## src/rtl/pc_sequencer.sv

```systemverilog
// Next-PC select (seq/branch/jump/interrupt/eret); owns EPC, interrupt enable and entry FSM.
// Latency: new_pc/pc_write/flush_if are combinational; state, epc, ie and int_ack update on the next clk.
// Backpressure: stall holds the PC in RUN/ENTER/HANDLER; the DRAIN countdown runs regardless of stall.
module pc_sequencer #(
  parameter logic [31:0] RESET_VEC    = 32'h0000_3000,
  parameter logic [31:0] HANDLER_VEC  = 32'h0000_4180,
  parameter int unsigned DRAIN_CYCLES = 2
) (
  input  logic        clk,
  input  logic        rst_n,
  input  logic [31:0] pc_addr,
  input  logic        stall,
  input  logic        branch_taken,
  input  logic [31:0] branch_target,
  input  logic        jump,
  input  logic [31:0] jump_target,
  input  logic        int_req,
  input  logic        int_mask,
  input  logic        eret,
  output logic [31:0] new_pc,
  output logic        pc_write,
  output logic        flush_if,
  output logic        int_ack,
  output logic [31:0] epc_out,
  output logic        in_handler
);

  typedef enum logic [1:0] {
    ST_RUN     = 2'd0,
    ST_DRAIN   = 2'd1,
    ST_ENTER   = 2'd2,
    ST_HANDLER = 2'd3
  } state_t;

  localparam logic [2:0] DRAIN_LOAD = 3'(DRAIN_CYCLES - 1);

  state_t      state, state_nxt;
  logic [31:0] epc, epc_nxt;
  logic        ie, ie_nxt;
  logic [2:0]  drain_cnt, drain_nxt;
  logic        ack_nxt;

  logic [31:0] seq_pc;
  logic [31:0] redir_pc;
  logic        take;

  assign seq_pc   = pc_addr + 32'd4;
  assign redir_pc = jump ? jump_target : (branch_taken ? branch_target : seq_pc);
  assign take     = int_req & int_mask & ie & ~stall;

  always_ff @(posedge clk or negedge rst_n) begin
    if (!rst_n) begin
      state     <= ST_RUN;
      epc       <= RESET_VEC;
      ie        <= 1'b1;
      drain_cnt <= 3'd0;
      int_ack   <= 1'b0;
    end else begin
      state     <= state_nxt;
      epc       <= epc_nxt;
      ie        <= ie_nxt;
      drain_cnt <= drain_nxt;
      int_ack   <= ack_nxt;
    end
  end

  always_comb begin
    state_nxt = state;
    epc_nxt   = epc;
    ie_nxt    = ie;
    drain_nxt = drain_cnt;
    ack_nxt   = 1'b0;
    new_pc    = redir_pc;
    pc_write  = 1'b0;
    flush_if  = 1'b0;

    case (state)
      ST_RUN: begin
        if (take) begin
          // The redirect resolved in this cycle becomes the return address.
          epc_nxt   = redir_pc;
          ie_nxt    = 1'b0;
          drain_nxt = DRAIN_LOAD;
          flush_if  = 1'b1;
          state_nxt = ST_DRAIN;
        end else begin
          pc_write = ~stall;
          flush_if = ~stall & (jump | branch_taken);
        end
      end
      ST_DRAIN: begin
        flush_if = 1'b1;
        if (drain_cnt == 3'd0) begin
          state_nxt = ST_ENTER;
        end else begin
          drain_nxt = drain_cnt - 3'd1;
        end
      end
      ST_ENTER: begin
        flush_if = 1'b1;
        new_pc   = HANDLER_VEC;
        if (!stall) begin
          pc_write  = 1'b1;
          ack_nxt   = 1'b1;
          state_nxt = ST_HANDLER;
        end
      end
      ST_HANDLER: begin
        if (eret && !stall) begin
          new_pc    = epc;
          pc_write  = 1'b1;
          flush_if  = 1'b1;
          ie_nxt    = 1'b1;
          state_nxt = ST_RUN;
        end else begin
          pc_write = ~stall;
          flush_if = ~stall & (jump | branch_taken);
        end
      end
      default: begin
        state_nxt = ST_RUN;
      end
    endcase

    if (!rst_n) begin
      new_pc   = RESET_VEC;
      pc_write = 1'b0;
      flush_if = 1'b0;
    end
  end

  assign epc_out    = epc;
  assign in_handler = (state == ST_ENTER) || (state == ST_HANDLER);

endmodule
```

## config.mk

```make
export PLATFORM = sky130hd
export DESIGN_NAME = pc_sequencer
export DESIGN_NICKNAME = d
export VERILOG_FILES = /design/src/rtl/pc_sequencer.sv
export SDC_FILE = /design/constraint.sdc
export NUM_CORES = 1
export LEC_CHECK = 0
export ABC_AREA = 0
export CORE_ASPECT_RATIO = 1.2
export CORE_MARGIN = 4
export CORE_UTILIZATION = 40
export CTS_CLUSTER_DIAMETER = 200
export DETAILED_ROUTE_END_ITERATION = 10
export PLACE_DENSITY = 0.92
export SYNTH_ARGS = -nofsm -noshare
export SYNTH_HDL_FRONTEND = slang
export SYNTH_SLANG_ARGS = --single-unit
export TNS_END_PERCENT = 1
```

## constraint.sdc

```tcl
create_clock -name clk -period 2.9 [get_ports clk]
set_input_delay 0.58 -clock clk [delete_from_list [all_inputs] [get_ports clk]]
set_output_delay 0.58 -clock clk [all_outputs]
set_load 0.1 [all_outputs]
```

==> results of run 1 <==
## repair_timing
action | CTS | global route
endpoints found under the setup margin | 27 | 26
cloned | 0 | 0
resized for setup | 102 | 28
setup buffers | 4 | 3
pin swaps | 34 | 16
## Yosys cell counts (6+ instances only)
cell type  count
xnor2_1       13
a21oi_1       20
xor2_1         9
clkbuf_1      24
and3_1         9
nor2_1        14
nor2b_1        6
a22oi_1        9
ha_1           8
nand4_1        8
a222oi_1       9
mux2_2        10
inv_1          8
nand3_1       14
nand2_1       74
mux2i_1       11
o21ai_0       64
dfrtp_1       36
## sequential cells by signal, indices dropped and copies added, names as in the netlist
signal / count
drain_cnt: 3
epc_out: 32
ie: 1
int_ack: 1
state: 2
## cell type report
type | count | area share (%)
timing repair buffer | 257 | 42.26
clock inverter | 1 | 0.08065
sequential | 39 | 15.79
multi-input combinational | 338 | 38.31
tap | 92 | 1.855
clock buffer | 7 | 1.230
inverter | 8 | 0.4839
## cell families after synthesis
kind of cell | Yosys count | synth area share (%)
AO/OA/AOI/OAI | 130 | 25.16
XOR/XNOR | 22 | 5.997
adder cells (fa/ha/maj) | 8 | 3.115
buffers and inverters | 34 | 4.089
flip-flops | 39 | 30.49
multiplexers | 21 | 6.932
AND/OR/NAND/NOR | 157 | 24.22
## metal layers
metal | vias to the layer above | share of wire, %
met3 | 94 | 7.7
met4 | 0 | 7.3
met1 | 2133 | 34
li1 | 1981 | -
met2 | 324 | 51
met5 | - | 0
## path summary, 6_finish.rpt
check	startpoint	to	cells after the start
hold / removal	rst_n	state[1]	2
setup reg to reg	ie	state[0]	6
hold reg to reg	epc_out[13]	epc_out[13]	2
min in group clk	epc_out[13]	epc_out[13]	2
setup / recovery	pc_addr[7]	new_pc[15]	9
max in group asynchronous	rst_n	ie	2
## where the power goes
| part | internal, mW | leakage (nW) | switching [mW] |
|---|---|---|---|
| logic | 0.384 | 2.18 | 0.494 |
| registers | 0.543 | 0.529 | 0 |
| clock network | 0.169 | 0.0422 | 0.191 |
| total | 1.10 | 2.75 | 0.685 |
## worst register-to-register path, cell delays in order (launching register included)
cell and delay, ps:
dfstp_2 540, nand3_1 120, or2_2 330, and2_1 210
a211oi_1 410, o21ai_0 220, o21ai_0 120
## stage by stage
step | setup TNS, ps | worst slack, ps
after floorplan | -7929 | -521.1
after global placement | -9357 | -533.1
after detailed placement | -11250 | -621.2
after CTS | -534.0 | -88.90
after global routing | -3204 | -245.6
final | -1902 | -252.5
==> summary.md, run 1 <==
| Metric | Value |
|---|---|
| Met1 global-route usage | `31.27%` |
| Register area | `979.7 µm²` |
| Hold Buf Count CTS | `0` |
| GRT Max-Usage Layer | `met2` |
| Largest cells by area after synthesis | `dfrtp_1, o21ai_0, nand2_1, xnor2_1, mux2_2` |
| Fillers | `415` |
| Crit-path max FO | `3` |
| Max-cap violations | `0` |
| Port bufs | `171` |
| Worst-Margin Slew | `623.7 ps` |
| Hold WC Path Type | `input pin to asynchronous set/reset pin` |
| Post-route clock period utilization | `108.7%` |
| Relative slew slack | `58.42%` |
| CP Cell Sequence | `buf_6 -> nand4_1 -> or2_4 -> nor3_4 -> xor2_1 -> a222oi_1 -> buf_4 -> o21ai_4 -> buf_12` |
| Ys flop type | `dfrtp_1` |
| Power Total | `1.782 mW` |
| Crit Path Class | `input pin to output pin` |
| FMAX | `317.2 MHz` |
| Number of synthesized flops with an enable pin | `0` |
| Crit-path slowest cell | `a222oi_1` |
| Final worst slack | `-252.5 ps` |
| WP data required | `2320 ps` |
| Clock Skews | `1.350 ps` |
| Peak supply drop | `0.0001790 V` |
| Final Net Count | `761` |
| Final number of hold-violating endpoints | `0` |
| Syn Area/Cell | `7.818 µm²` |
| Endpoints failing setup | `19` |
| First-pass GRT wire length | `22400 µm` |
| Syn Inst Count | `411` |
| Period minus WS final | `3152 ps` |
| Die Width | `89.82 µm` |
| Proportion of layout cells with a drive suffix above 1 | `37.69%` |
| Share of the synthesized area in the top cell type | `28.04%` |
| Final core occ | `80.06%` |
| Mapped Area | `3213 µm²` |
| R2R Setup Slk | `880 ps` |
| Initial Util | `41.45%` |
| Die Area | `9537 µm²` |
| Reg clk slew, reported paths | `80 ps` |
| # IOs | `172` |
| Clock Tree Buf Depth | `2` |
| GR Util met2 | `53.82%` |
| Unique masters post-synth | `46` |
| Die Ht | `106.2 µm` |
| Cell Rows | `35` |
| Drt total wl | `15560 µm` |
| Final global-route overflow total | `0` |
| Crit path launch type | `input pin` |
| Synth area leader | `dfrtp_1` |
| Num CTS Buffers | `5` |
| Clock sinks | `39` |
| # DRC | `0` |
| Core area | `7751 µm²` |
| CTS tree | `built` |
| Min Hold Slack | `307.7 ps` |
| N_diodes | `0` |
| Most common cell after layout, fill and taps aside | `buf_4` |
| H-tree depth | `2` |
| Wire per inst | `20.97 µm` |
| Mapped Nets | `523` |
| Clock Latency Late Sink | `290 ps` |
| DRT Pass-1 Iters | `9` |
| Finished Layout Cells | `742` |
| Final Max Tran Viols | `0` |
| Total track usage | `28.87%` |
| Synth Register Bits | `39` |
| Top delay family on crit path | `simple AND/OR/NAND/NOR gates` |
| Failing checks | `negative setup slack` |
| Final instance area | `6206 µm²` |
| Most frequent cells in the layout | `buf_4, clkdlybuf4s50_1, nand2_1, o21ai_0` |
| Synth warn | `0` |
| Placed wire-length estimate | `11170 µm` |
| DP Area | `5874 µm²` |
| Power Dens Cells | `287.2 nW/µm²` |
| Area of the multi-input gates | `2377 µm²` |
| Leakage power | `2.748 nW` |
| FFs w/ async S/R, synth | `100.0%` |
| Initial DRC count | `421` |
| Root Buffer Master | `clkbuf_8` |
| Vias in the first global route | `4541` |
| Worst Path Buf+Inv | `3` |
| Final GP Congestion | `1.021` |
| Via-to-Cell Ratio | `6.108` |
| RSZ-0062 raised after global routing | `yes` |
| Seq/Total Area, Yosys | `30.49%` |
| Area delta synth->final | `93.15%` |
| Remaining antenna violation count | `0` |
| Cells after DPL | `727` |
| Status | `finished, violations left` |
| Worst EP arrival | `2570 ps` |
| Delay of the slowest critical-path stage | `530 ps` |
| CP Capture Type | `output pin` |
| Via count | `4532` |
| Pin count of the biggest net entering global routing | `55` |
| Met3 Use GR | `4.034%` |
| Initial antenna violation count | `0` |
(Power assumes the default switching activity.)
==> inputs of run 2 (changes only) <==
--- a/config.mk
+++ b/config.mk
@@ -12,6 +12,7 @@
 export CTS_CLUSTER_DIAMETER = 200
 export DETAILED_ROUTE_END_ITERATION = 10
 export PLACE_DENSITY = 0.92
+export SKIP_LAST_GASP = 1
 export SYNTH_ARGS = -nofsm -noshare
 export SYNTH_HDL_FRONTEND = slang
 export SYNTH_SLANG_ARGS = --single-unit
==> run 2 against run 1 <==
  * Sequential cell count unchanged
  * Die area is the same
  * Total power fell by 0.48%
  * Highest routed layer unchanged
  * Final cell count down 0.13%
  * The run still ends with negative setup slack left
  * Count of clock-buffer cells in the layout unchanged
==> summary.md, run 2 (same netlist as run 1, synthesis figures left out) <==
| Metric | Value |
|---|---|
| DRT Pass-1 Iters | `9 (unchanged)` |
| Delay of the slowest critical-path stage | `510 ps (was 530 ps)` |
| Place WS | `-621.2 ps (unchanged)` |
| Initial DRC count | `501 (was 421)` |
| Area of the multi-input gates | `2327 µm² (was 2377 µm²)` |
| Relative slew slack | `57.94% (was 58.42%)` |
| Final worst slack | `-292.3 ps (was -252.5 ps)` |
| Status | `finished, violations left (unchanged)` |
| Clock Skews | `3.120 ps (was 1.350 ps)` |
| Failing checks | `negative setup slack (unchanged)` |
| Clock sinks | `39 (unchanged)` |
| Initial antenna violation count | `0 (unchanged)` |
| Fillers | `430 (was 415)` |
| Num CTS Buffers | `5 (unchanged)` |
| Capturing point of the worst reg2reg path | `state[0] (unchanged)` |
| Port bufs | `171 (unchanged)` |
| Period minus WS final | `3192 ps (was 3152 ps)` |
| Worst reg2reg startpoint | `ie (unchanged)` |
| Proportion of layout cells with a drive suffix above 1 | `36.98% (was 37.69%)` |
| Setup TNS | `-2214 ps (was -1902 ps)` |
| Most frequent cells in the layout | `buf_4, clkdlybuf4s50_1, nand2_1, o21ai_0 (unchanged)` |
| Met1 WL | `5302 µm (was 5306 µm)` |
| WL met2 | `7771 µm (was 7910 µm)` |
| Reg clk slew, reported paths | `80 ps (about the same)` |
| RSZ-0062 raised after global routing | `yes (unchanged)` |
| Wire length on met3 | `1394 µm (was 1200 µm)` |
| Via-to-Cell Ratio | `6.229 (was 6.108)` |
| N_diodes | `0 (unchanged)` |
| FMAX | `313.3 MHz (was 317.2 MHz)` |
| Drt total wl | `15660 µm (was 15560 µm)` |
| Max-cap violations | `0 (unchanged)` |
| Crit-path max FO | `3 (unchanged)` |
| H-tree depth | `2 (unchanged)` |
| Die Area | `9537 µm² (unchanged)` |
| Endpoints failing setup | `19 (unchanged)` |
| Top Layer Used | `met4 (unchanged)` |
| Final Max Tran Viols | `0 (unchanged)` |
| Area delta synth->final | `90.11% (was 93.15%)` |
| First-pass GRT wire length | `23600 µm (was 22400 µm)` |
| Hold WC Path Type | `input pin to asynchronous set/reset pin (unchanged)` |
| Initial Util | `41.45% (unchanged)` |
| Via count | `4616 (was 4532)` |
| Remaining antenna violation count | `0 (unchanged)` |
| CP Cell Sequence | `clkdlybuf4s50_1 -> and4_4 -> and3_1 -> nand3_2 -> xnor2_2 -> a222oi_1 -> buf_4 -> o21ai_2 -> buf_12 (was buf_6 -> nand4_1 -> or2_4 -> nor3_4 -> xor2_1 -> a222oi_1 -> buf_4 -> o21ai_4 -> buf_12)` |
| CTS tree | `built (unchanged)` |
| R2R Setup Slk | `1000 ps (was 880 ps)` |
| Pin count of the biggest net entering global routing | `55 (unchanged)` |
| Vias in the first global route | `4692 (was 4541)` |
| # IOs | `172 (unchanged)` |
| Wire per inst | `21.13 µm (was 20.97 µm)` |
| Placed wire-length estimate | `11170 µm (unchanged)` |
| Power Dens Cells | `290.4 nW/µm² (was 287.2 nW/µm²)` |
| Finished Layout Cells | `741 (was 742)` |
| Clock Tree Buf Depth | `2 (unchanged)` |
| DP Area | `5874 µm² (unchanged)` |
| Root Buffer Master | `clkbuf_8 (unchanged)` |
| Crit path launch type | `input pin (unchanged)` |
| # DRC | `0 (unchanged)` |
| Cells after DPL | `727 (unchanged)` |
| Worst-Margin Slew | `631.0 ps (was 623.7 ps)` |
| Final instance area | `6108 µm² (was 6206 µm²)` |
| Die Ht | `106.2 µm (unchanged)` |
| Final global-route overflow total | `0 (unchanged)` |
| Core area | `7751 µm² (unchanged)` |
| Register area | `979.7 µm² (unchanged)` |
| Leakage power | `2.721 nW (was 2.748 nW)` |
| Post-route clock period utilization | `110.1% (was 108.7%)` |
| Final GP Congestion | `1.021 (unchanged)` |
| Crit Path Class | `input pin to output pin (unchanged)` |
| Peak supply drop | `0.0001725 V (was 0.0001790 V)` |
| Worst EP arrival | `2610 ps (was 2570 ps)` |
| CP Capture Type | `output pin (unchanged)` |
| Most common cell after layout, fill and taps aside | `buf_4 (unchanged)` |
| Total track usage | `30.40% (was 28.87%)` |
| WP data required | `2320 ps (about the same)` |
| Final number of hold-violating endpoints | `0 (unchanged)` |
| R2R cell count | `6 (unchanged)` |
| Die Width | `89.82 µm (unchanged)` |
| Max reg flops | `32 (unchanged)` |
| Cell Rows | `35 (unchanged)` |
| Crit-path slowest cell | `clkdlybuf4s50_1 (was a222oi_1)` |
| Final Net Count | `760 (was 761)` |
| Clock Latency Late Sink | `290 ps (about the same)` |
==> run 2: final cells by class <==
class / count / share of cell area [%]
clock inverters: 1 / 0.08193
repair buffers: 256 / 42.15
clock buffers: 7 / 1.249
flip-flops and latches: 39 / 16.04
inverters: 8 / 0.4916
well taps: 92 / 1.884
multi-input cells: 338 / 38.10
==> run 2: per-stage QoR <==
step           hold slack (ps)  util, %  power, mW
2_1_floorplan            284.4        -     0.9403
3_3_place_gp             477.4    75.79      1.368
3_5_place_dp             486.8    75.79      1.385
4_1_cts                  303.1    78.40      1.748
5_1_grt                  307.0    78.81      1.829
6_report                 304.9    78.81      1.774
==> run 2: worst max-delay path, delay by kind of cell <==
family,cells,cell delay (ps)
XOR/XNOR,1,160
AO/OA/AOI/OAI,2,400
AND/OR/NAND/NOR,3,590
buffers and inverters,3,860
==> run 2: metal layers <==
metal  up-vias  global-route usage (%)
met1      2151                   33.32
met5         -                       0
met4         0                   18.40
li1       1984                       -
met3       113                   5.025
met2       368                   54.95
==> run 2: power breakdown <==
part | switching, mW | total (mW) | internal [mW]
registers | 0 | 0.544 | 0.544
clock network | 0.190 | 0.359 | 0.169
logic | 0.492 | 0.871 | 0.379
total | 0.682 | 1.77 | 1.09
==> run 2: repair_timing <==
item                       in CTS  in global routing
pin swaps                      26                 17
buffers inserted                4                  2
gates resized for setup        63                 46
setup endpoints to repair      27                 32
hold buffers                    0                  0
==> run 2: worst max path at each step <==
stage               slack [ps]          to         from  cells after the start
finish                    -290  new_pc[29]  pc_addr[27]                      9
global route              -270  new_pc[29]  pc_addr[27]                      9
CTS                       -170  new_pc[22]  pc_addr[16]                      8
detailed placement        -620  new_pc[10]   pc_addr[2]                     10
global placement          -530  new_pc[16]   pc_addr[2]                     10
floorplan                 -520  new_pc[12]   pc_addr[2]                      7
==> inputs of run 3 (changes only) <==
==> config.mk (replaced) <==
export PLATFORM = sky130hd
export DESIGN_NAME = pc_sequencer
export DESIGN_NICKNAME = d
export VERILOG_FILES = /design/src/rtl/pc_sequencer.sv
export SDC_FILE = /design/constraint.sdc
export NUM_CORES = 1
export LEC_CHECK = 0
export ABC_AREA = 1
export CORE_ASPECT_RATIO = 1.2
export CORE_MARGIN = 4
export CORE_UTILIZATION = 42
export CTS_CLUSTER_DIAMETER = 200
export DETAILED_ROUTE_END_ITERATION = 10
export PLACE_DENSITY = 0.91
export SLEW_MARGIN = 20
export SYNTH_ARGS = -nofsm -noshare
export SYNTH_HDL_FRONTEND = slang
export SYNTH_SLANG_ARGS = --single-unit
export TNS_END_PERCENT = 1
==> run 3 against run 2 <==
  * The flow now finishes without violations
  * Sequential share of layout area is 1.1 points lower
  * Cell area is 7.6% higher
  * Count of clock-buffer cells in the layout decreased by 1
  * Combinational power rose to 5.4 times the previous value
  * Worst hold slack improved by 66 ps
  * Via count up 19%
  * Die area grew 9.1%
  * Largest cell class is now multi-input combinational cells
  * Largest power group unchanged
==> summary.md, run 3 <==
| Metric | Value |
|---|---|
| Status | `finished clean (was finished, violations left)` |
| Final Max Tran Viols | `0 (unchanged)` |
| Drt total wl | `16920 µm (was 15660 µm)` |
| Hold WC Path Type | `input pin to asynchronous set/reset pin (unchanged)` |
| XOR/XNOR Fraction of Synth Area | `1.181% (was 5.997%)` |
| Number of synthesized flops with an enable pin | `0 (unchanged)` |
| CTS tree | `built (unchanged)` |
| Worst-Margin Slew | `974.0 ps (was 631.0 ps)` |
| Port bufs | `171 (unchanged)` |
| First-pass GRT wire length | `25810 µm (was 23600 µm)` |
| Cell Rows | `37 (was 35)` |
| Power Total | `5.991 mW (was 1.774 mW)` |
| Crit path launch type | `input pin (unchanged)` |
| Synth Area in Simple Gates | `43.32% (was 24.22%)` |
| Reg clk slew, reported paths | `80 ps (about the same)` |
| DRT Pass-1 Iters | `7 (was 9)` |
| Clock Latency Late Sink | `300 ps (was 290 ps)` |
| Top cells by count, synth | `nand2_1, nand3_1, a21oi_1 (was nand2_1, o21ai_0, dfrtp_1)` |
| Ys flop type | `dfrtp_1 (unchanged)` |
| Placed wire-length estimate | `12850 µm (was 11170 µm)` |
| Largest cells by area after synthesis | `dfrtp_1, nand2_1, nand3_1, a21oi_1, nor2_1 (was dfrtp_1, o21ai_0, nand2_1, xnor2_1, mux2_2)` |
| Most frequent cells in the layout | `nand2_1, buf_4, clkdlybuf4s50_1, nand3_1, inv_1 (was buf_4, clkdlybuf4s50_1, nand2_1, o21ai_0)` |
| Remaining antenna violation count | `0 (unchanged)` |
| Num CTS Buffers | `5 (unchanged)` |
| Clock Tree Buf Depth | `2 (unchanged)` |
| FFs w/ async S/R, synth | `100.0% (unchanged)` |
| Via-to-Cell Ratio | `5.719 (was 6.229)` |
| Initial DRC count | `457 (was 501)` |
| Final global-route overflow total | `0 (unchanged)` |
| Mapped Area | `3709 µm² (was 3213 µm²)` |
| Initial Util | `43.07% (was 41.45%)` |
| RSZ-0062 raised after global routing | `yes (unchanged)` |
| Die Width | `93.78 µm (was 89.82 µm)` |
| Largest family of logic cells by synthesized area | `simple AND/OR/NAND/NOR gates (was compound AO/OA/AOI/OAI gates)` |
| Crit Path Class | `input pin to output pin (unchanged)` |
| Clock sinks | `39 (unchanged)` |
| Fillers | `598 (was 430)` |
| Syn Area/Cell | `5.896 µm² (was 7.818 µm²)` |
| Mux share of post-synthesis cell area | `0% (was 6.931%)` |
| Setup TNS | `0 ps (was -2214 ps)` |
| N_diodes | `0 (unchanged)` |
| Crit-path slowest cell | `clkdlybuf4s50_1 (unchanged)` |
| Relative slew slack | `34.97% (was 57.94%)` |
| Min Hold Slack | `370.9 ps (was 304.9 ps)` |
| Mapped Nets | `741 (was 523)` |
| Most common cell after layout, fill and taps aside | `nand2_1 (was buf_4)` |
| Max-cap violations | `0 (unchanged)` |
| Synth area leader | `dfrtp_1 (unchanged)` |
| Max reg flops | `32 (unchanged)` |
| Crit-path max FO | `3 (unchanged)` |
| Fraction of the mapped netlist area in adder cells | `2.699% (was 3.115%)` |
| Initial antenna violation count | `0 (unchanged)` |
| Worst EP arrival | `2310 ps (was 2610 ps)` |
| Register area | `979.7 µm² (unchanged)` |
| Die Ht | `110.9 µm (was 106.2 µm)` |
| Complex-gate fraction of the synthesized area | `17.85% (was 25.16%)` |
| Total track usage | `30.95% (was 30.40%)` |
| Leakage power | `2.988 nW (was 2.721 nW)` |
| CP Capture Type | `output pin (unchanged)` |
| Share of the synthesized area in the top cell type | `24.29% (was 28.04%)` |
| Count leader, synth | `nand2_1 (unchanged)` |
| Area of the multi-input gates | `2709 µm² (was 2327 µm²)` |
| Place WS | `-264.9 ps (was -621.2 ps)` |
| Area delta synth->final | `77.23% (was 90.11%)` |
| Via count | `5485 (was 4616)` |
| Die Area | `10400 µm² (was 9537 µm²)` |
| Hold Buf Count CTS | `0 (unchanged)` |
| WP data required | `2320 ps (about the same)` |
| Synth warn | `0 (unchanged)` |
| Seq/Total Area, Yosys | `26.42% (was 30.49%)` |
| FMAX | `346.5 MHz (was 313.3 MHz)` |
| Root Buffer Master | `clkbuf_8 (unchanged)` |
| Vias in the first global route | `5388 (was 4692)` |
| Peak supply drop | `0.0005247 V (was 0.0001725 V)` |
| Pin count of the biggest net entering global routing | `42 (was 55)` |
| Period minus WS final | `2886 ps (was 3192 ps)` |
| H-tree depth | `2 (unchanged)` |
| Power Dens Cells | `911.6 nW/µm² (was 290.4 nW/µm²)` |
| CP most frequent cell | `nand2_1` |
| Endpoints failing setup | `0 (was 19)` |
| # IOs | `172 (unchanged)` |
| Final Net Count | `954 (was 760)` |
| Wire per inst | `17.64 µm (was 21.13 µm)` |
| Delay of the slowest critical-path stage | `510 ps (about the same)` |
| Final worst slack | `13.98 ps (was -292.3 ps)` |
| Synth Register Bits | `39 (unchanged)` |
| Final number of hold-violating endpoints | `0 (unchanged)` |
| Clock Skews | `13.12 ps (was 3.120 ps)` |
| Final GP Congestion | `1.024 (was 1.021)` |
| Post-route clock period utilization | `99.52% (was 110.1%)` |
| Proportion of layout cells with a drive suffix above 1 | `31.24% (was 36.98%)` |
| Core area | `8611 µm² (was 7751 µm²)` |
| Syn Inst Count | `629 (was 411)` |
| # DRC | `0 (unchanged)` |
| Unique masters post-synth | `33 (was 46)` |
| CP Cell Sequence | `clkdlybuf4s50_1 -> nand2_1 -> nor2_1 -> nand2_1 -> nor2_2 -> nand2_1 -> nand2_1 -> nand3_1 -> nand2_1 -> nand3_1 -> a21oi_2 -> buf_12 (was clkdlybuf4s50_1 -> and4_4 -> and3_1 -> nand3_2 -> xnor2_2 -> a222oi_1 -> buf_4 -> o21ai_2 -> buf_12)` |
[run 3: changes by cell type in the layout (fill, tap and decap cells not counted), moves of 11 or more]
cell / before / now
o21ai_0: 42 / 29
a21oi_1: 16 / 37
or2_2: 3 / 18
nand2_2: 1 / 18
buf_4: 115 / 94
inv_1: 8 / 44
nand3_1: 10 / 61
o21ai_2: 14 / 2
nand2_1: 73 / 203
nor2_2: 1 / 24
a21oi_2: 4 / 27
mux2i_1: 11 / 0
nor2_1: 13 / 32
[run 3: stage by stage]
step,utilization (%),cell area (µm²),std cells
6_report,76.33,6573,959
3_3_place_gp,73.35,6316,947
5_1_grt,76.33,6573,959
3_5_place_dp,73.35,6316,947
4_1_cts,75.59,6509,958
2_1_floorplan,-,3842,629
[run 3: cell families (layout without fill, tap and decap cells)]
logic type / Yosys count / count (layout)
xor gates and xnor gates: 5 / 5
buffers and inverters: 80 / 293
DFF: 39 / 39
AOI/OAI and AO/OA: 122 / 122
adders and majority gates: 8 / 8
and+or+nand+nor: 375 / 375
[run 3: worst paths after layout]
check | startpoint | to | slack, ps | cells after the start
min in group clk | epc_out[4] | epc_out[4] | 510 | 2
worst max-delay path | pc_addr[29] | new_pc[31] | 10 | 12
max in group asynchronous | rst_n | epc_out[8] | 2130 | 2
worst min-delay path | rst_n | epc_out[29] | 370 | 2
worst max register to register | state[0] | epc_out[11] | 1020 | 6
worst min register to register | epc_out[4] | epc_out[4] | 510 | 2
[run 3: worst max-delay path, delay by kind of cell]
kind | cells | cell delay, ps
AND/OR/NAND/NOR | 9 | 810
buffers and inverters | 2 | 710
AO/OA/AOI/OAI | 1 | 180
[run 3: cell type report]
| type | instances | share of cell area, % |
|---|---|---|
| Multi-Input combinational cell | 510 | 41.21 |
| Timing Repair Buffer | 236 | 37.46 |
| Sequential cell | 39 | 14.91 |
| Inverter | 50 | 2.856 |
| Tap cell | 117 | 2.227 |
| Clock buffer | 6 | 1.256 |
| Clock inverter | 1 | 0.07615 |
[run 3: timing repair]
action	in CTS	in global routing
pin swaps	34	18
gates resized for setup	61	29
setup endpoints to repair	28	26
buffers inserted	4	1
[run 3: power by group]
| part | switching [mW] | internal, mW |
|---|---|---|
| clock network | 0.194 | 0.187 |
| logic | 3.36 | 1.31 |
| registers | 0.175 | 0.766 |
| total | 3.73 | 2.26 |
[run 3: layer usage]
layer | track usage (%) | routed length (µm)
met4 | 19.56 | 1100
met2 | 54.19 | 8621
met3 | 5.160 | 1452
met1 | 33.80 | 5740
met5 | 0 | 0
